--- src/rtl/tspc_deser_pkg.sv ---
// Shared definitions for the TSPC frame deserializer.
// Contents:
//   state_e          HUNT/LOCK encoding (ST_HUNT=0, ST_LOCK=1)
//   DEF_*            default parameter values
//   cnt_w()          bit-counter width, able to count to WORD_W (parity adds one bit)
package tspc_deser_pkg;

  typedef enum logic {ST_HUNT = 1'b0, ST_LOCK = 1'b1} state_e;

  localparam int         DEF_WORD_W       = 8;
  localparam int         DEF_SYNC_W       = 8;
  localparam logic [7:0] DEF_SYNC_PATTERN = 8'hA5;
  localparam int         DEF_FRAME_WORDS  = 2;

  function automatic int cnt_w(input int word_w);
    return $clog2(word_w + 1);
  endfunction

endpackage

--- src/rtl/tspc_sync_detect.sv ---
// Sliding-window sync pattern detector.
// Ports:
//   clk_i, rst_i  clock / synchronous active-high reset
//   shift_i       take bit_i into the window this cycle
//   clr_i         clear the window (held while the deserializer is locked)
//   bit_i         serial input bit, newest bit enters the LSB
//   match_o       combinational: {window, bit_i} equals SYNC_PATTERN on a shift cycle
module tspc_sync_detect #(
  parameter int                SYNC_W       = 8,
  parameter logic [SYNC_W-1:0] SYNC_PATTERN = '0
) (
  input  logic clk_i,
  input  logic rst_i,
  input  logic shift_i,
  input  logic clr_i,
  input  logic bit_i,
  output logic match_o
);

  // Only the previous SYNC_W-1 bits need storing; the oldest bit of a full
  // SYNC_W window would be shifted out on the very cycle it is compared.
  logic [SYNC_W-2:0] win_q;
  logic [SYNC_W-1:0] cand;

  assign cand    = {win_q, bit_i};
  assign match_o = shift_i && (cand == SYNC_PATTERN);

  always_ff @(posedge clk_i) begin
    if (rst_i || clr_i)
      win_q <= '0;
    else if (shift_i)
      win_q <= cand[SYNC_W-2:0];
  end

endmodule

--- src/rtl/tspc_frame_deser.sv ---
// Frame deserializer for the TSPC flip-flop Q stream.
// Hunts for SYNC_PATTERN, then assembles FRAME_WORDS words of WORD_W bits
// (MSB first) and presents them through a single-entry valid/ready buffer.
// Optional build macro TSPC_DESER_PARITY_EN: every word carries a trailing
// even-parity bit; bad words pulse parity_err and are not loaded.
// Ports:
//   clk_in, rst_in      clock / synchronous active-high reset
//   q_in, q_en          serial bit and its per-cycle enable
//   word_out/valid/ready  output word handshake
//   sync_lock           high while inside a frame
//   overflow            sticky, a good word was dropped on a full buffer
//   parity_err          one-cycle pulse on a parity failure
module tspc_frame_deser
  import tspc_deser_pkg::*;
#(
  parameter int                WORD_W       = DEF_WORD_W,
  parameter int                SYNC_W       = DEF_SYNC_W,
  parameter logic [SYNC_W-1:0] SYNC_PATTERN = SYNC_W'(DEF_SYNC_PATTERN),
  parameter int                FRAME_WORDS  = DEF_FRAME_WORDS
) (
  input  logic              clk_in,
  input  logic              rst_in,
  input  logic              q_in,
  input  logic              q_en,
  output logic [WORD_W-1:0] word_out,
  output logic              word_valid,
  input  logic              word_ready,
  output logic              sync_lock,
  output logic              overflow,
  output logic              parity_err
);

`ifdef TSPC_DESER_PARITY_EN
  localparam int WORD_BITS = WORD_W + 1;
`else
  localparam int WORD_BITS = WORD_W;
`endif
  localparam int CNT_W  = cnt_w(WORD_W);
  localparam int WCNT_W = (FRAME_WORDS > 1) ? $clog2(FRAME_WORDS) : 1;

  state_e              state_q, state_d;
  logic [CNT_W-1:0]    bit_cnt_q, bit_cnt_d;
  logic [WCNT_W-1:0]   word_cnt_q, word_cnt_d;
  logic [WORD_BITS-2:0] asm_q;
  logic [WORD_BITS-1:0] full_word;
  logic [WORD_W-1:0]   data_w, word_q;
  logic                valid_q, ovf_q;
  logic                sync_hit, word_done, par_ok, load_ok, can_load;

  tspc_sync_detect #(
    .SYNC_W      (SYNC_W),
    .SYNC_PATTERN(SYNC_PATTERN)
  ) u_sync (
    .clk_i  (clk_in),
    .rst_i  (rst_in),
    .shift_i(q_en && (state_q == ST_HUNT)),
    .clr_i  (state_q == ST_LOCK),
    .bit_i  (q_in),
    .match_o(sync_hit)
  );

  // Word as it stands including this cycle's bit; valid only when word_done.
  assign full_word = {asm_q, q_in};
  assign data_w    = full_word[WORD_BITS-1 -: WORD_W];
  assign word_done = (state_q == ST_LOCK) && q_en && (bit_cnt_q == CNT_W'(WORD_BITS - 1));

`ifdef TSPC_DESER_PARITY_EN
  assign par_ok = ~^full_word;
`else
  assign par_ok = 1'b1;
`endif

  assign load_ok  = word_done && par_ok;
  assign can_load = !valid_q || word_ready;  // free, or draining this cycle

  always_comb begin
    state_d    = state_q;
    bit_cnt_d  = bit_cnt_q;
    word_cnt_d = word_cnt_q;
    case (state_q)
      ST_HUNT: begin
        if (sync_hit) begin
          state_d    = ST_LOCK;
          bit_cnt_d  = '0;
          word_cnt_d = '0;
        end
      end
      ST_LOCK: begin
        if (word_done) begin
          bit_cnt_d = '0;
          if (word_cnt_q == WCNT_W'(FRAME_WORDS - 1)) begin
            state_d    = ST_HUNT;
            word_cnt_d = '0;
          end else begin
            word_cnt_d = word_cnt_q + 1'b1;
          end
        end else if (q_en) begin
          bit_cnt_d = bit_cnt_q + 1'b1;
        end
      end
      default: state_d = ST_HUNT;
    endcase
  end

  always_ff @(posedge clk_in) begin
    if (rst_in) begin
      state_q    <= ST_HUNT;
      bit_cnt_q  <= '0;
      word_cnt_q <= '0;
      asm_q      <= '0;
    end else begin
      state_q    <= state_d;
      bit_cnt_q  <= bit_cnt_d;
      word_cnt_q <= word_cnt_d;
      // Stale bits from an earlier partial word are fully shifted out
      // before the next completion, so no clear is needed on lock entry.
      if ((state_q == ST_LOCK) && q_en)
        asm_q <= full_word[WORD_BITS-2:0];
    end
  end

  always_ff @(posedge clk_in) begin
    if (rst_in) begin
      word_q  <= '0;
      valid_q <= 1'b0;
      ovf_q   <= 1'b0;
    end else begin
      if (load_ok && can_load) begin
        word_q  <= data_w;
        valid_q <= 1'b1;
      end else if (valid_q && word_ready) begin
        valid_q <= 1'b0;
      end
      if (load_ok && !can_load)
        ovf_q <= 1'b1;
    end
  end

`ifdef TSPC_DESER_PARITY_EN
  logic perr_q;
  always_ff @(posedge clk_in) begin
    if (rst_in) perr_q <= 1'b0;
    else        perr_q <= word_done && !par_ok;
  end
  assign parity_err = perr_q;
`else
  assign parity_err = 1'b0;
`endif

  assign word_out   = word_q;
  assign word_valid = valid_q;
  assign sync_lock  = (state_q == ST_LOCK);
  assign overflow   = ovf_q;

endmodule

--- config.mk ---
export PLATFORM = sky130hd
export DESIGN_NAME = tspc_frame_deser
export DESIGN_NICKNAME = d
export VERILOG_FILES = /design/src/rtl/tspc_deser_pkg.sv /design/src/rtl/tspc_sync_detect.sv /design/src/rtl/tspc_frame_deser.sv
export SDC_FILE = /design/constraint.sdc
export NUM_CORES = 1
export LEC_CHECK = 0
export ABC_CLOCK_PERIOD_IN_PS = 1500
export CORE_ASPECT_RATIO = 1.1
export CORE_MARGIN = 2
export CORE_UTILIZATION = 40
export CTS_CLUSTER_SIZE = 10
export DETAILED_ROUTE_END_ITERATION = 16
export SLEW_MARGIN = 20
export SYNTH_ARGS = -nofsm -noshare
export SYNTH_HDL_FRONTEND = slang
export SYNTH_SLANG_ARGS = --single-unit
--- constraint.sdc ---
create_clock -name clk_in -period 1.5 [get_ports clk_in]
set_clock_uncertainty 0.2 [all_clocks]
set_input_delay 0.15 -clock clk_in [delete_from_list [all_inputs] [get_ports clk_in]]
set_output_delay 0.15 -clock clk_in [all_outputs]
set_load 0.005 [all_outputs]
Yosys cells after proc, flatten, opt, wreduce, memory -nomap -nowiden --
Cells that the tools add are included.
Operators by class: reduce and logical (&&, ||, !) cells 14, bitwise operators 1, equal/unequal tests 5, add/subtract/negate cells 2, muxes and demuxes 14
Operator list (number):
- 2-to-1 mux 4 bit | 3
- equality test 8 bit (second input constant) | 1
- 2-to-1 mux 1 bit | 8
- case mux 4 bit (2 select lines) | 1
- logical AND 1 bit | 7
- adder 4 x 1 -> 4 bit (second input constant) | 1
- equality test 4 x 3 -> 1 bit (second input constant) | 1
- case mux 1 bit (2 select lines) | 2
- AND reduction 2 bit | 2
- != test 3 x 2 -> 1 bit (second input constant) | 1
- logical NOT 1 bit | 2
- logical OR 1 bit | 2
- != test 2 x 1 -> 1 bit (second input constant) | 1
- != test 2 bit (second input constant) | 1
- nonzero test 2 bit | 1
- adder 1 bit (second input constant) | 1
- NOT 1 bit | 1
Word-level totals: word-level logic and storage cells 44, register bits after elaboration 30, output and inout bits 12

Longest topological paths before layout --
Gate-level depths: netlist (run 1).
word-level depth 5, mapped depth 5, mapped depth without buffers 4

Cells and area by module --
A second synthesis (run 1) with hierarchy kept.
Second synthesis, totals: cell total of the unflattened synthesis 138, area, all modules 1272.5 um^2
Modules (own cells, without submodules):
- tspc_frame_deser | cells each 111, area an instance 991.0 um^2, times used 1, seq. area each 460.4 um^2
- tspc_sync_detect | cells each 27, area an instance 281.5 um^2, times used 1, seq. area each 140.1 um^2

Least setup slack after synthesis (run 1) --
No wires, ideal clock.
path kind reg2reg, from register state_q, in the netlist sync_lock, to register bit_cnt_q[0], path buffers 1, arrival 1.285 ns, stages on the path, launching flop included 5, required time 1.183 ns, path slack -0.102 ns, clock period less this slack 1.602 ns, cells stage by stage dfxtp_1 -> buf_6 -> nand2b_4 -> or4_4 -> a32o_1
Between the ends: longest elaborated chain between the ends 5, elaborated cells between the ends (all ways) 10, those cells by class eq/ne (2); mux (2); bitwise (1); reduce/logical (5)
Ends and longest elaborated chain:
- start: declaration | line tspc_frame_deser.sv:41 | state_e state_q, state_d;
- start signal: assignment | line tspc_frame_deser.sv:112 | state_q <= state_d;
- NOT 1 bit
- logical AND 1 bit | line tspc_frame_deser.sv:56 | .shift_i(q_en && (state_q == ST_HUNT)),
- logical AND 1 bit | line tspc_sync_detect.sv:26 | assign match_o = shift_i && (cand == SYNC_PATTERN);
- != test 2 bit (no line)
- AND reduction 2 bit (no line)
- end signal: assignment | line tspc_frame_deser.sv:113 | bit_cnt_q <= bit_cnt_d;
- end: declaration | line tspc_frame_deser.sv:42 | logic [CNT_W-1:0] bit_cnt_q, bit_cnt_d;
Parallel ways exist; a longest one is shown, timed or not. A chain may end at the register's enable or synchronous reset.

Final worst setup path (run 1) --
from register u_sync.win_q[4], to register bit_cnt_q[0]
Between the ends: longest elaborated chain between the ends 4
Ends and longest elaborated chain:
- start: declaration | line tspc_sync_detect.sv:22 | logic [SYNC_W-2:0] win_q;
- start signal: assignment | line tspc_sync_detect.sv:32 | win_q <= cand[SYNC_W-2:0];
- equality test 8 bit | line tspc_sync_detect.sv:26
- logical AND 1 bit | line tspc_sync_detect.sv:26
- != test 2 bit (no line)
- AND reduction 2 bit (no line)
Every way passes these cells.

==> results of run 1 <==
==> per-stage QoR <==
step                instances  utilization  hold WS, ps  power, mW
detailed placement        200        0.515          252      0.885
global route              212        0.565          275       1.57
CTS                       210        0.545          258       1.51
global placement          200        0.515          243      0.884
floorplan                 138            -         86.0      0.855
finish                    212        0.565          255       1.50
==> cell families (layout without fill, tap and decap cells) <==
family,after synthesis,count (layout)
flip-flops,30,30
adder cells (fa/ha/maj),1,1
other,1,1
buffers and inverters,11,51
AND/OR/NAND/NOR,61,61
XOR/XNOR,1,1
multiplexers,15,15
AO/OA/AOI/OAI,18,18
==> cell usage after synthesis, types with 2 or more instances <==
| cell type | n |
|---|---|
| o211ai_1 | 2 |
| buf_4 | 2 |
| nor2_1 | 9 |
| mux2i_1 | 15 |
| a21oi_1 | 9 |
| buf_2 | 2 |
| inv_1 | 2 |
| clkbuf_1 | 4 |
| a32o_1 | 2 |
| nand3_1 | 3 |
| dfxtp_1 | 30 |
| nor3_1 | 2 |
| nand2b_1 | 4 |
| nand2_1 | 32 |
| and3_1 | 2 |
==> worst max-delay path, cell delays in order, from the launching register on <==
cell,delay [ps]
dfxtp_2,330
or2b_1,240
or4_4,530
a32o_1,210
==> final timing paths <==
| check | slack, ps | start | endpoint | cells after the start |
|---|---|---|---|---|
| worst min register to register | 250 | word_out[5] | word_out[5] | 2 |
| worst max-delay path | -120 | u_sync.win_q[4] | bit_cnt_q[0] | 3 |
| worst min-delay path | 250 | word_out[5] | word_out[5] | 2 |
| worst max register to register | -120 | u_sync.win_q[4] | bit_cnt_q[0] | 3 |
==> timing repair <==
action	4_1_cts	5_1_grt
buffers inserted	2	2
endpoints found under the setup margin	21	18
gates resized for setup	21	13
pin swaps	0	1
==> sequential cells by signal, indices dropped and copies added, names as in the netlist <==
signal / count
bit_cnt_q: 4
asm_q: 7
u_sync.win_q: 7
word_out: 8
overflow: 1
word_cnt_q: 1
sync_lock: 1
word_valid: 1
==> layer usage <==
layer	wire (µm)	vias to the layer above
met5	0	-
li1	-	544
met2	1420	25
met1	1060	515
met4	55	0
met3	134	5
==> where the power goes <==
part | switching [mW] | internal [mW]
registers | 0.00154 | 0.799
clock network | 0.285 | 0.345
logic | 0.0347 | 0.0316
total | 0.321 | 1.18
==> final cells by class <==
type / count / area, µm² / share of cell area
clock buffers: 5 / 37.5 / 0.0220
clock inverters: 3 / 40.0 / 0.0235
well taps: 34 / 42.5 / 0.0249
repair buffers: 41 / 335 / 0.196
multi-input cells: 97 / 627 / 0.367
flip-flops and latches: 30 / 617 / 0.361
inverters: 2 / 7.51 / 0.00440
==> metrics, run 1 <==
routing usage on met1=0.181; clk buf depth=2; WP data required=1530 ps; Die H=62.5 µm; Adder-Cell Fraction of Synth Area=0.0100; combinational family with the most area after synthesis=simple AND/OR/NAND/NOR gates; DRC Markers=0; routed via count=1089; syn nets=around 140; PwrDens=877 mW/mm²; Fin Setup TNS=-245 ps; grt total ovfl=0; Inserted Clock Buffers=5; Max Clk Rate=between 600 and 700 MHz; Fillers=286; post-detail-place hpwl=1900 µm; share of the synthesized area in the top cell type=0.482; Critical Path End Type=flip-flop; first-pass GRT wire length=4810 µm; initial antenna violation count=0; Hold/Removal Path Class=reg2reg; Final Hold Fails=0; ratio of cells with drive above 1 in the final layout=0.326; GRT Total Usage=0.174; CTS tree=done; post-layout instance area=0.00171 mm²; Setup violations, final=3; area share of and/or/nand/nor cells after synthesis=0.235; Ports=17; crit path time final=approximately 1600 ps; fin crit share=1.08; CTS H-tree lvls=2; row count=21; Placement Setup Slack=-334 ps; quantity of hold-fixing buffers added after cts=0; initial DRC count=42; Buffers on Ports=15; CP Max Fanout=3; clock sinks=30; commonest cells after routing, fill and taps aside=nand2_1 (32), buf_4 (24), dfxtp_1 (17); Die Wd=roughly 57 µm; unrepaired setup endpoints after global routing=true; wire per inst=12.6 µm; vias per inst=5.14; Synth area leader=dfxtp_1; crit path kind=reg2reg; Antenna Nets Post-Route=0; max_cap viols=0; async set-reset flop share out of synthesis=0; Post-synth EDFFs=0; placed cell areas=0.00156 mm²; Mapped Area=0.00125 mm²; xor/xnor share of the synthesized area=0.00703; Synth warnings=0; failing checks=negative setup slack; Post-synth top flop=dfxtp_1; die footprint=0.00358 mm²; CTS clk-pin slew, worst paths=90 ps; Area Overhead vs Synth=36.9%; vias in the first global route=about 1100; initial core utilization=0.412; synthesized instance count=~140; Worst EP arrival=1640 ps; met3 Resource Use GR=0.0642; GR peak layer=met2; number of synthesized register bits=30; core area=0.00302 mm²; DRT Pass-1 Iters=4; Post-Syn Area per Cell=9.03 µm²; largest net degree at the start of global routing=18; mux cell area share after synthesis=0.120; worst setup margin=-117 ps; # diodes=0; Distinct cells, synth=33; status=finished, violations left; Final Max Slew Viols=0; Final Net Count=183; Worst setup SP type=flip-flop; register area share after synthesis=0.482; GR Util met2=0.302; Clock Latency Late Sink=330 ps; LEAKAGE=0.695 nW; maximum resistive drop on vdd=around 0.6 mV; Final GP Congestion=0.805; most common cell after layout, fill and taps aside=nand2_1; ranking of synthesized cells by area=dfxtp_1 (48%), mux2i_1 (12%), nand2_1 (9.6%); final WL=2670 µm; CTS Root Cell=clkbuf_4; post-synthesis compound-gate area fraction=0.0954
No activity file was read; power rests on OpenSTA's default activity.
==> inputs of run 2 (changes only) <==
--- a/config.mk
+++ b/config.mk
@@ -11,7 +11,8 @@
 export CORE_UTILIZATION = 40
 export CTS_CLUSTER_SIZE = 10
 export DETAILED_ROUTE_END_ITERATION = 16
-export SLEW_MARGIN = 20
+export SKIP_CTS_REPAIR_TIMING = 1
+export SLEW_MARGIN = 5
 export SYNTH_ARGS = -nofsm -noshare
 export SYNTH_HDL_FRONTEND = slang
 export SYNTH_SLANG_ARGS = --single-unit
==> metrics, run 2 (synthesis results as in run 1) <==
status=finished, violations left; failing checks=negative setup slack; Final Net Count=183 (unchanged); DRC Markers=0 (unchanged); crit-path max cell delay=500 ps (-30 ps); GRT Total Usage=0.170 (-0.00465); Setup violations, final=3 (unchanged); Buffers on Ports=15 (unchanged); CTS Root Cell=clkbuf_4; max_cap viols=0 (unchanged); WP data required=1530 ps (about the same); Worst EP arrival=1610 ps (-30 ps); wire per inst=12.7 µm (+0.82%); CTS tree=done; vias in the first global route=1115 (-0.80%); clock sinks=30 (unchanged); Final GP Congestion=0.805 (unchanged); Net Sw Power=320 µW (-0.32%); CP Max Fanout=3 (unchanged); LEAKAGE=0.850 nW (+22%); row count=21 (unchanged); grt total ovfl=0 (unchanged); core area=0.00302 mm² (unchanged); P_int=1.17 mW (-0.15%); unrepaired setup endpoints after global routing=true; vias per inst=5.13 (about the same); initial core utilization=0.412 (unchanged); Reg power frac=0.535 (about the same); initial DRC count=23 (-45%); Final Max Slew Viols=0 (unchanged); final WL=2690 µm (+0.82%); crit path kind=reg2reg; clock network power share=0.421 (about the same); r2r endpoint=bit_cnt_q[0]; first element of the critical path=u_sync.win_q[4]; delay-heaviest family, CP=simple AND/OR/NAND/NOR gates; DRT Pass-1 Iters=4 (unchanged); PwrDens=853 mW/mm² (-2.8%); CP cell instances=or2b_1, or4_4, a32o_1; initial antenna violation count=0 (unchanged); Inserted Clock Buffers=5 (unchanged); Worst setup SP type=flip-flop; most common cell after layout, fill and taps aside=nand2_1; Worst Path Buf+Inv=0 (unchanged); CTS clk-pin slew, worst paths=90 ps (about the same); commonest cells after routing, fill and taps aside=nand2_1 (32), buf_4 (25), dfxtp_1 (16); ratio of cells with drive above 1 in the final layout=0.326 (unchanged); Tot Pwr=1.49 mW (-0.19%); CTS H-tree lvls=2 (unchanged); Sw Share=0.214 (-0.000282); Fin Setup TNS=-175 ps (+70.3 ps); worst setup margin=-87.7 ps (+29.4 ps); post-detail-place hpwl=1900 µm (unchanged); Logic pwr share=0.044 (about the same); Critical Path End Type=flip-flop; die footprint=0.00358 mm² (unchanged); Reg-to-Reg Start=u_sync.win_q[4]; Ports=17 (unchanged); timing endpoint of the critical path=bit_cnt_q[0]; max FFs per register=8 (unchanged); Die Wd=57.2 µm (unchanged); largest net degree at the start of global routing=18 (unchanged); first-pass GRT wire length=4730 µm (-1.6%); crit path time final=1590 ps (-29.4 ps); Hold/Removal Path Class=reg2reg; Final Hold Fails=0 (unchanged); Clock Latency Late Sink=330 ps (about the same); fin crit share=1.06 (-0.0196); Antenna Nets Post-Route=0 (unchanged); routed via count=1088 (-0.092%); Slowest-stage cell, CP=or4_4; maximum resistive drop on vdd=0.583 mV (-1.8%); clk buf depth=2 (unchanged); Area Overhead vs Synth=40.6%; Die H=62.5 µm (unchanged); Max Clk Rate=630 MHz (+1.9%); FF-to-FF path depth=3 (unchanged); worst reg2reg setup slack=-90 ps (+30 ps); # diodes=0 (unchanged); WP depth=3 (unchanged)
run 2: cell types whose count changed in the layout (fill, tap and decap cells not counted):
| cell | previous run | this run |
|---|---|---|
| buf_4 | 24 | 25 |
| clkbuf_2 | 1 | 0 |
| dfxtp_1 | 17 | 16 |
| dlymetal6s2s_1 | 0 | 11 |
| dfxtp_4 | 0 | 1 |
| buf_6 | 2 | 1 |
| dlygate4sd2_1 | 10 | 0 |
run 2: worst min-delay path by stage:
stage | from | endpoint | cells past startpoint | slack (ps)
final | overflow | overflow | 1 | 260
after global routing | overflow | overflow | 1 | 280
after CTS | word_out[5] | word_out[5] | 2 | 270
after detailed placement | word_out[5] | word_out[5] | 2 | 250
after global placement | word_out[4] | word_out[4] | 2 | 240
after floorplan | q_in | asm_q[0] | 2 | 90
run 2: routing by layer:
metal,up-vias,track usage,routed length [µm]
met5,-,0,0
met4,0,0.0698,56
met3,5,0.0642,130
met2,21,0.296,1430
met1,520,0.180,1080
li1,542,-,-
run 2: power by group through the flow:
stage               Combinational, mW  Sequential, mW  Clock [mW]
detailed placement             0.0664           0.819           0
global route                   0.0727           0.799       0.692
global placement               0.0649           0.819           0
CTS                            0.0666           0.801       0.646
finish                         0.0661           0.798       0.629
floorplan                      0.0356           0.819           0
run 2: final cells by class:
cell class	instances	area (µm²)
Clock buffer	5	37.5
Clock inverter	3	40.0
Fill cell	277	1270
Inverter	2	7.51
Multi-Input combinational cell	97	627
Sequential cell	30	621
Tap cell	34	42.5
Timing Repair Buffer	41	377
run 2: through the flow:
stage	util	instances	area [µm²]	worst slack [ps]	hold WS [ps]
after detailed placement	0.515	200	1560	-334	252
after global placement	0.515	200	1560	-289	243
after CTS	0.540	208	1630	-169	265
after global routing	0.580	212	1750	-116	275
final	0.580	212	1750	-87.7	258
after floorplan	-	138	1250	-70.5	86.0
run 2: worst register-to-register path: stages (launching register included):
cell and delay [ps]:
dfxtp_2 330, or2b_1 240, or4_4 500, a32o_1 220
==> inputs of run 3 (changes only) <==
--- a/config.mk
+++ b/config.mk
@@ -6,11 +6,14 @@
 export NUM_CORES = 1
 export LEC_CHECK = 0
 export ABC_CLOCK_PERIOD_IN_PS = 1500
+export CELL_PAD_IN_SITES_DETAIL_PLACEMENT = 0
+export CELL_PAD_IN_SITES_GLOBAL_PLACEMENT = 1
 export CORE_ASPECT_RATIO = 1.1
 export CORE_MARGIN = 2
-export CORE_UTILIZATION = 40
+export CORE_UTILIZATION = 36
 export CTS_CLUSTER_SIZE = 10
 export DETAILED_ROUTE_END_ITERATION = 16
+export PLACE_DENSITY_LB_ADDON = 0.1
 export SKIP_CTS_REPAIR_TIMING = 1
 export SLEW_MARGIN = 5
 export SYNTH_ARGS = -nofsm -noshare
==> metrics, run 3 (synthesis results as in run 1) <==
status=finished, violations left; failing checks=negative setup slack; Max Clk Rate=633 MHz (+0.48%); CTS Root Cell=clkbuf_4; Fin Setup TNS=-159 ps (+15.9 ps); crit path time final=1580 ps (-7.57 ps); Placement Setup Slack=-365 ps (-31.5 ps); Ports=17 (unchanged); Area Overhead vs Synth=39.6%; max_cap viols=0 (unchanged); post-layout instance area=0.00174 mm² (-0.71%); Antenna Nets Post-Route=0 (unchanged); clock network power share=0.337 (-0.084); CP Max Fanout=3 (unchanged); P_int=1.00 mW (-14%); crit-path max cell delay=500 ps (about the same); timing endpoint of the critical path=bit_cnt_q[0]; max FFs per register=8 (unchanged); # diodes=0 (unchanged); Hold Slack=259 ps (+1.26 ps); Reg-to-Reg Start=u_sync.win_q[4]; r2r endpoint=bit_cnt_q[0]; fin crit share=1.05 (-0.00504); first element of the critical path=u_sync.win_q[4]; die footprint=0.00395 mm² (+10%); clk buf depth=2 (unchanged); first-pass GRT wire length=4480 µm (-5.4%); most common cell after layout, fill and taps aside=nand2_1; initial antenna violation count=0 (unchanged); CP cell instances=or2b_1, or4_4, a32o_1; unrepaired setup endpoints after global routing=true; Worst EP arrival=1600 ps (about the same); Setup violations, final=2 (-1); ratio of cells with drive above 1 in the final layout=0.307 (-0.0186); Hold/Removal Path Class=reg2reg; commonest cells after routing, fill and taps aside=nand2_1 (32), buf_4 (27), dfxtp_1 (18); initial DRC count=39 (+70%); vias in the first global route=1053 (-5.6%); CTS H-tree lvls=2 (unchanged); Logic pwr share=0.054 (+0.010); LEAKAGE=0.840 nW (-1.2%); clock sinks=30 (unchanged); Tot Pwr=1.31 mW (-12%); placed cell areas=0.00162 mm² (+4.0%); CTS clk-pin slew, worst paths=100 ps (about the same); initial core utilization=0.374 (-0.0383); grt total ovfl=0 (unchanged); Reg power frac=0.609 (+0.074); worst setup margin=-80.2 ps (+7.57 ps); Critical Path End Type=flip-flop; Net Sw Power=311 µW (-3.0%); placed cell count=220 (+10%); Hold Crit Depth=2 (+1); Final GP Congestion=0.759 (-5.7%); maximum resistive drop on vdd=0.591 mV (+1.3%); largest net degree at the start of global routing=11 (-7); Die H=65.7 µm (+5.1%); final WL=2560 µm (-5.0%); DRT Pass-1 Iters=4 (unchanged); vias per inst=4.69 (-8.6%); worst reg2reg setup slack=-80 ps (about the same); final design utilization=0.522 (-0.0575); Final Max Slew Viols=0 (unchanged); routed via count=1065 (-2.1%); post-detail-place hpwl=1900 µm (about the same); core area=0.00333 mm² (+10%); Die Wd=60.1 µm (+5.0%); Slowest-stage cell, CP=or4_4; Buffers on Ports=15 (unchanged); PwrDens=755 mW/mm² (-11%); DRC Markers=0 (unchanged); Inserted Clock Buffers=5 (unchanged); WP data required=1520 ps (about the same); FF-to-FF path depth=3 (unchanged); crit path kind=reg2reg; GRT Total Usage=0.156 (-0.0140); Final Net Count=185 (+1.1%); CTS tree=done; Non-Filler Instances=227 (+7.1%); row count=22 (+4.8%); Sw Share=0.236 (+0.0220); Worst setup SP type=flip-flop; Final Hold Fails=0 (unchanged); wire per inst=11.3 µm (-11%); Clock Latency Late Sink=330 ps (about the same)
[run 3: how the worst min path moves through the flow]
stage | start | endpoint | slack, ps
final | word_out[5] | word_out[5] | 260
after global routing | word_out[2] | word_out[2] | 280
after CTS | asm_q[6] | asm_q[6] | 260
after detailed placement | asm_q[6] | asm_q[6] | 250
after global placement | word_out[5] | word_out[5] | 240
after floorplan | q_in | asm_q[0] | 90
[run 3: area by class of cell]
cell class | instances | area, µm²
Fill cell | 329 | 1590
Clock inverter | 2 | 10.0
Clock buffer | 5 | 37.5
Multi-Input combinational cell | 97 | 617
Tap cell | 48 | 60.1
Inverter | 2 | 7.51
Timing Repair Buffer | 43 | 392
Sequential cell | 30 | 616
[run 3: power by group through the flow]
stage / clock, mW / combinational (mW) / sequential (mW)
global route: 0.498 / 0.0787 / 0.801
global placement: 0 / 0.0716 / 0.819
finish: 0.442 / 0.0713 / 0.800
detailed placement: 0 / 0.0721 / 0.819
CTS: 0.463 / 0.0721 / 0.801
floorplan: 0 / 0.0356 / 0.819
[run 3: per-layer routing]
layer,track usage,up-vias,share of wire
li1,-,542,-
met1,0.171,494,0.44
met2,0.258,23,0.50
met3,0.0591,6,0.042
met4,0.0750,0,0.022
met5,0,-,0
[run 3: critical path: cells and delay by family, from the launching register on]
kind               cells  cell delay (ps)
and+or+nand+nor        2              730
AOI/OAI and AO/OA      1              210
DFF                    1              330
==> variant 1, RTL diff (config.mk and constraints of run 3) <==
Register the output `sync_lock`, without a reset; this adds one clock of latency there. The other outputs are not delayed to match.
--- a/src/rtl/tspc_frame_deser.sv
+++ b/src/rtl/tspc_frame_deser.sv
@@ -149,7 +149,9 @@
 
   assign word_out   = word_q;
   assign word_valid = valid_q;
-  assign sync_lock  = (state_q == ST_LOCK);
+  always_ff @(posedge clk_in) begin
+    sync_lock <= (state_q == ST_LOCK);
+  end
   assign overflow   = ovf_q;
 
 endmodule
Behaviour: not the same (Yosys sat finds a counterexample within 10 cycles, from zero or initial values and one cycle with rst_in high).
==> variant 1 against run 3 <==
  * The run still ends with negative setup slack left
  * Final cell count decreased by 0.44%
  * Wire length grew 3.2%
  * Global-route usage grew 0.21 points
  * Final area grew 2.2%
  * Setup slack worse by 16 ps
  * Synthesized area is 1.6% higher
  * Power increased by 10%
  * Sequential cell count up 1
  * Sequential power up 3.2%
==> variant 1: results (changes against run 3) <==
stage	metric	value	unit	change
outcome	status	finished, violations left		
outcome	violated checks	negative setup slack		
setup_path	CP delay by family, top	simple AND/OR/NAND/NOR gates		
drt	First DRT Iteration DRCs	23		-41%
global_route	gr usage total	15.8	%	+0.21 points
finish	share of layout cells above drive strength 1	31.5	%	+0.73 points
setup_path	worst r2r path cells	4		+1
synth	Compound-Gate Fraction of Synth Area	9.39	%	-0.15 points
sta	Final Setup Violations	4		+2
pwr	Sw Share	21.7	%	-2.0 points
synth	Synth top cells by count	32 x nand2_1, 31 x dfxtp_1, 15 x mux2i_1		
drt	DR pass1 iterations	4		unchanged
pwr	Tot Pwr	1.45	mW	+10%
synth	area share of the largest cell type after synthesis	49.0	%	+0.82 points
placement	GP Congestion	0.751		-0.96%
finish	antenna cells	0		unchanged
placement	Post-DP HPWL	1.91	mm	+0.72%
finish	Filler cells	348		+5.8%
synth	syn_nets	145		+0.69%
placement	Area after DPL	1610	um2	-0.70%
pwr	leak pwr	0.843	nW	+0.45%
synth	most frequently used flop master after synthesis	dfxtp_1		
drt	drt total wl	2.64	mm	+3.2%
pwr	Worst VDD drop	0.000521	V	-12%
synth	Synth cell types	33		unchanged
sta	setup slack after layout	-96.4	ps	-16.2 ps
setup_path	FF-to-FF End	state_q$_SDFF_PP0_		
setup_path	worst-path fanout max	3		unchanged
synth	area share of fa/ha/maj cells after synthesis	0.988	%	-0.016 points
placement	dpl ws	-322	ps	+42.9 ps
finish	Final Net Count	183		-1.1%
pwr	clock group power	0.552	mW	+25%
synth	Syn. warnings	0		unchanged
synth	XOR/XNOR Fraction of Synth Area	0.692	%	-0.011 points
synth	post-synthesis mux area share	11.9	%	-0.19 points
finish	Util after Layout	52.9	%	+0.73 points
setup_path	CP endpoint kind	register		
setup_path	WP data arrival	1660	ps	+60 ps
synth	sequential element share of the synthesized area	49.0	%	+0.82 points
cts	Num CTS Buffers	5		unchanged
synth	Synth area leaders	dfxtp_1 49%, mux2i_1 12%, nand2_1 9.5%, a21oi_1 3.6%, nor2_1 2.7%		
drt	vias post-DR	1054		-1.0%
global_route	first-pass GRT wire length	4.55	mm	+1.7%
-- variant 1: changes by cell type after synthesis --
cell            run 3  this run
dfxtp_1            30        31
-- variant 1: how the worst min path moves through the flow --
| stage | start | endpoint | slack (ps) |
|---|---|---|---|
| 2_1_floorplan | q_in | asm_q[0]$_SDFFE_PP0P_ | 90 |
| 3_3_place_gp | word_out[5]$_SDFFE_PP0P_ | word_out[5]$_SDFFE_PP0P_ | 240 |
| 3_5_place_dp | word_out[2]$_SDFFE_PP0P_ | word_out[2]$_SDFFE_PP0P_ | 250 |
| 4_1_cts | word_out[2]$_SDFFE_PP0P_ | word_out[2]$_SDFFE_PP0P_ | 270 |
| 5_1_grt | word_out[4]$_SDFFE_PP0P_ | word_out[4]$_SDFFE_PP0P_ | 280 |
| 6_report | word_out[4]$_SDFFE_PP0P_ | word_out[4]$_SDFFE_PP0P_ | 260 |
-- variant 1: cell type report --
cell class                      count  area share (%)
Clock buffer                        8            3.87
Timing Repair Buffer               40            20.8
Multi-Input combinational cell     97            35.7
Sequential cell                    31            35.9
Inverter                            2           0.422
Tap cell                           48            3.38
-- variant 1: routing by layer --
layer / track usage [%] / vias up / share of wire (%)
met2: 26.1 / 12 / 49
li1: - / 544 / -
met4: 7.34 / 0 / 2.0
met5: 0 / - / 0
met1: 17.3 / 491 / 45
met3: 6.46 / 7 / 4.1
-- variant 1: per-stage QoR --
step / std cells / TNS, ps / hold WS (ps)
2_1_floorplan: 139 / -141 / 86.0
3_3_place_gp: 217 / -5690 / 242
3_5_place_dp: 217 / -6200 / 250
4_1_cts: 225 / -917 / 268
5_1_grt: 226 / -658 / 280
6_report: 226 / -290 / 257
-- variant 1: tightest hold or removal path: cells and delay by family (launching register included) --
kind          cells  cell delay (ps)
flops             1              330
simple gates      1               50
mux               1               50
==> variant 2, RTL diff (flow settings as in run 3) <==
Made on the original files. `DEF_SYNC_W`: 8 -> 9.
--- a/src/rtl/tspc_deser_pkg.sv
+++ b/src/rtl/tspc_deser_pkg.sv
@@ -8,7 +8,7 @@
   typedef enum logic {ST_HUNT = 1'b0, ST_LOCK = 1'b1} state_e;
 
   localparam int         DEF_WORD_W       = 8;
-  localparam int         DEF_SYNC_W       = 8;
+  localparam int         DEF_SYNC_W       = 9;
   localparam logic [7:0] DEF_SYNC_PATTERN = 8'hA5;
   localparam int         DEF_FRAME_WORDS  = 2;
 
Check against the original RTL: not equivalent (Yosys sat finds a counterexample within 10 cycles, from zero or initial values and one cycle with rst_in high).
==> variant 2 against run 3 <==
  * The flow still finishes with violations (negative setup slack)
  * Synthesized area grew 4.2%
  * Wire length grew 14%
  * Power grew 18%
  * Clock power grew 51%
  * Sequential power grew 3.2%
  * Setup slack gained 47 ps
  * Sequential cell count grew 1
  * Die area grew 4.0%
  * Global-route usage grew 0.92 points
  * Final area grew 4.5%
  * Largest power group unchanged
==> variant 2: results (changes against run 3) <==
stage	metric	value	unit	change
finish	Final Net Count	178		-3.8%
synth	Synth top cells by count	31 x dfxtp_1, 19 x a21oi_1, 18 x nand2_1		
placement	dpl ws	-339	ps	+26.1 ps
finish	share of layout cells above drive strength 1	28.9	%	-1.8 points
finish	antenna cells	0		unchanged
setup_path	WP data arrival	1600	ps	about the same
synth	Synth area leaders	dfxtp_1 48%, a21oi_1 7.3%, mux2i_1 6.2%, o31ai_1 5.8%, nand2_1 5.2%		
cts	Clock transition at path regs	100	ps	about the same
cts	CTS max path bufs	2		unchanged
placement	DP Cell Count	208		-5.5%
synth	Avg Cell Area, Syn	9.02	um2	-0.13%
cts	CTS root buffer	clkbuf_4		
cts	Num CTS Buffers	5		unchanged
placement	Buffers on Ports	15		unchanged
synth	most frequently used flop master after synthesis	dfxtp_1		
drt	First DRT Iteration DRCs	50		+28%
global_route	first-pass GRT wire length	4.95	mm	+11%
synth	syn_nets	150		+4.2%
cts	H-tree depth	2		unchanged
setup_path	slowest CP cell	or4_1		
sta	relative slew slack	62.3	%	
synth	Synth cell types	29		-12%
synth	Syn. warnings	0		unchanged
sta	Final Setup Violations	1		-1
placement	Post-DP HPWL	2.05	mm	+7.9%
global_route	initial antenna violation count	0		unchanged
outcome	status	finished, violations left		
pwr	leak pwr	0.829	nW	-1.2%
pwr	Worst VDD drop	0.000408	V	-31%
global_route	largest net degree at the start of global routing	17		+6
setup_path	worst-path fanout max	6		+3
sta	setup slack after layout	-33.6	ps	+46.6 ps
finish	fin cells	221		-2.6%
setup_path	CP delay by family, top	simple AND/OR/NAND/NOR gates		
drt	vias post-DR	1139		+6.9%
setup_path	Largest stage delay, worst path	410	ps	-90 ps
cts	Clk Latency, worst-skew pair	350	ps	+20 ps
placement	GP Congestion	0.797		+5.1%
global_route	gr usage total	16.5	%	+0.92 points
drt	average wire per cell in the routed design	13.3	um	+18%
worst_hold_path	Hold Crit Class	primary input to register		
outcome	violated checks	negative setup slack		
synth	FFs w/ async S/R, synth	0	%	unchanged
synth	sequential element share of the synthesized area	47.8	%	-0.41 points
drt	DR pass1 iterations	4		unchanged
## variant 2: routing by layer
layer	vias up	routed length [um]	part of all wire, %	track usage (%)
met2	24	1470	50	28.3
li1	577	-	-	-
met4	0	75	2.6	7.34
met1	530	1260	43	17.8
met5	-	0	0	0
met3	8	126	4.3	5.63
## variant 2: area by class of cell
cell class              instances  area (um2)
clock buffers                   5        37.5
clock inverters                 3        43.8
fillers                       333        1570
inverters                       1        3.75
multi-input cells              99         684
flip-flops and latches         31         634
well taps                      48        60.1
repair buffers                 34         353
## variant 2: cell families (layout without fill, tap and decap cells)
family	count (synthesis)	in the layout	share of synthesized area (%)
AND/OR/NAND/NOR	52	52	21.1
AO/OA/AOI/OAI	37	37	17.6
flip-flops	31	31	47.8
buffers and inverters	14	43	6.07
multiplexers	8	8	6.17
adder cells (fa/ha/maj)	1	1	0.963
other	1	1	0.289
## variant 2: final timing paths
check                       startpoint                         to  slack (ps)  depth (start not counted)
max          bit_cnt_q[0]$_SDFFE_PP0P_  bit_cnt_q[0]$_SDFFE_PP0P_         -30                          4
max reg2reg  bit_cnt_q[0]$_SDFFE_PP0P_  bit_cnt_q[0]$_SDFFE_PP0P_         -30                          4
min reg2reg      overflow$_SDFFE_PP0P_      overflow$_SDFFE_PP0P_         270                          2
min                               q_en  bit_cnt_q[2]$_SDFFE_PP0P_         110                          4
## variant 2: worst min-delay path, stage by stage
cell and delay (ps):
dlymetal6s2s_1 240, nand2_1 90, nand2_1 50, a311oi_1 80
## variant 2: stage by stage
stage / instance area (um2) / hold slack (ps) / util [%] / setup TNS, ps / power (mW)
5_1_grt: 1820 / 160 / 53.7 / -104 / 1.61
2_1_floorplan: 1300 / 22.1 / - / 0 / 0.878
3_5_place_dp: 1560 / 259 / 46.2 / -5160 / 0.902
6_report: 1820 / 108 / 53.7 / -33.6 / 1.55
3_3_place_gp: 1560 / 250 / 46.2 / -4080 / 0.902
4_1_cts: 1650 / 274 / 48.6 / -893 / 1.56
## variant 2: report_power, final
| part | internal (mW) | switching, mW |
|---|---|---|
| clock network | 0.350 | 0.318 |
| logic | 0.0270 | 0.0301 |
| registers | 0.824 | 0.00234 |
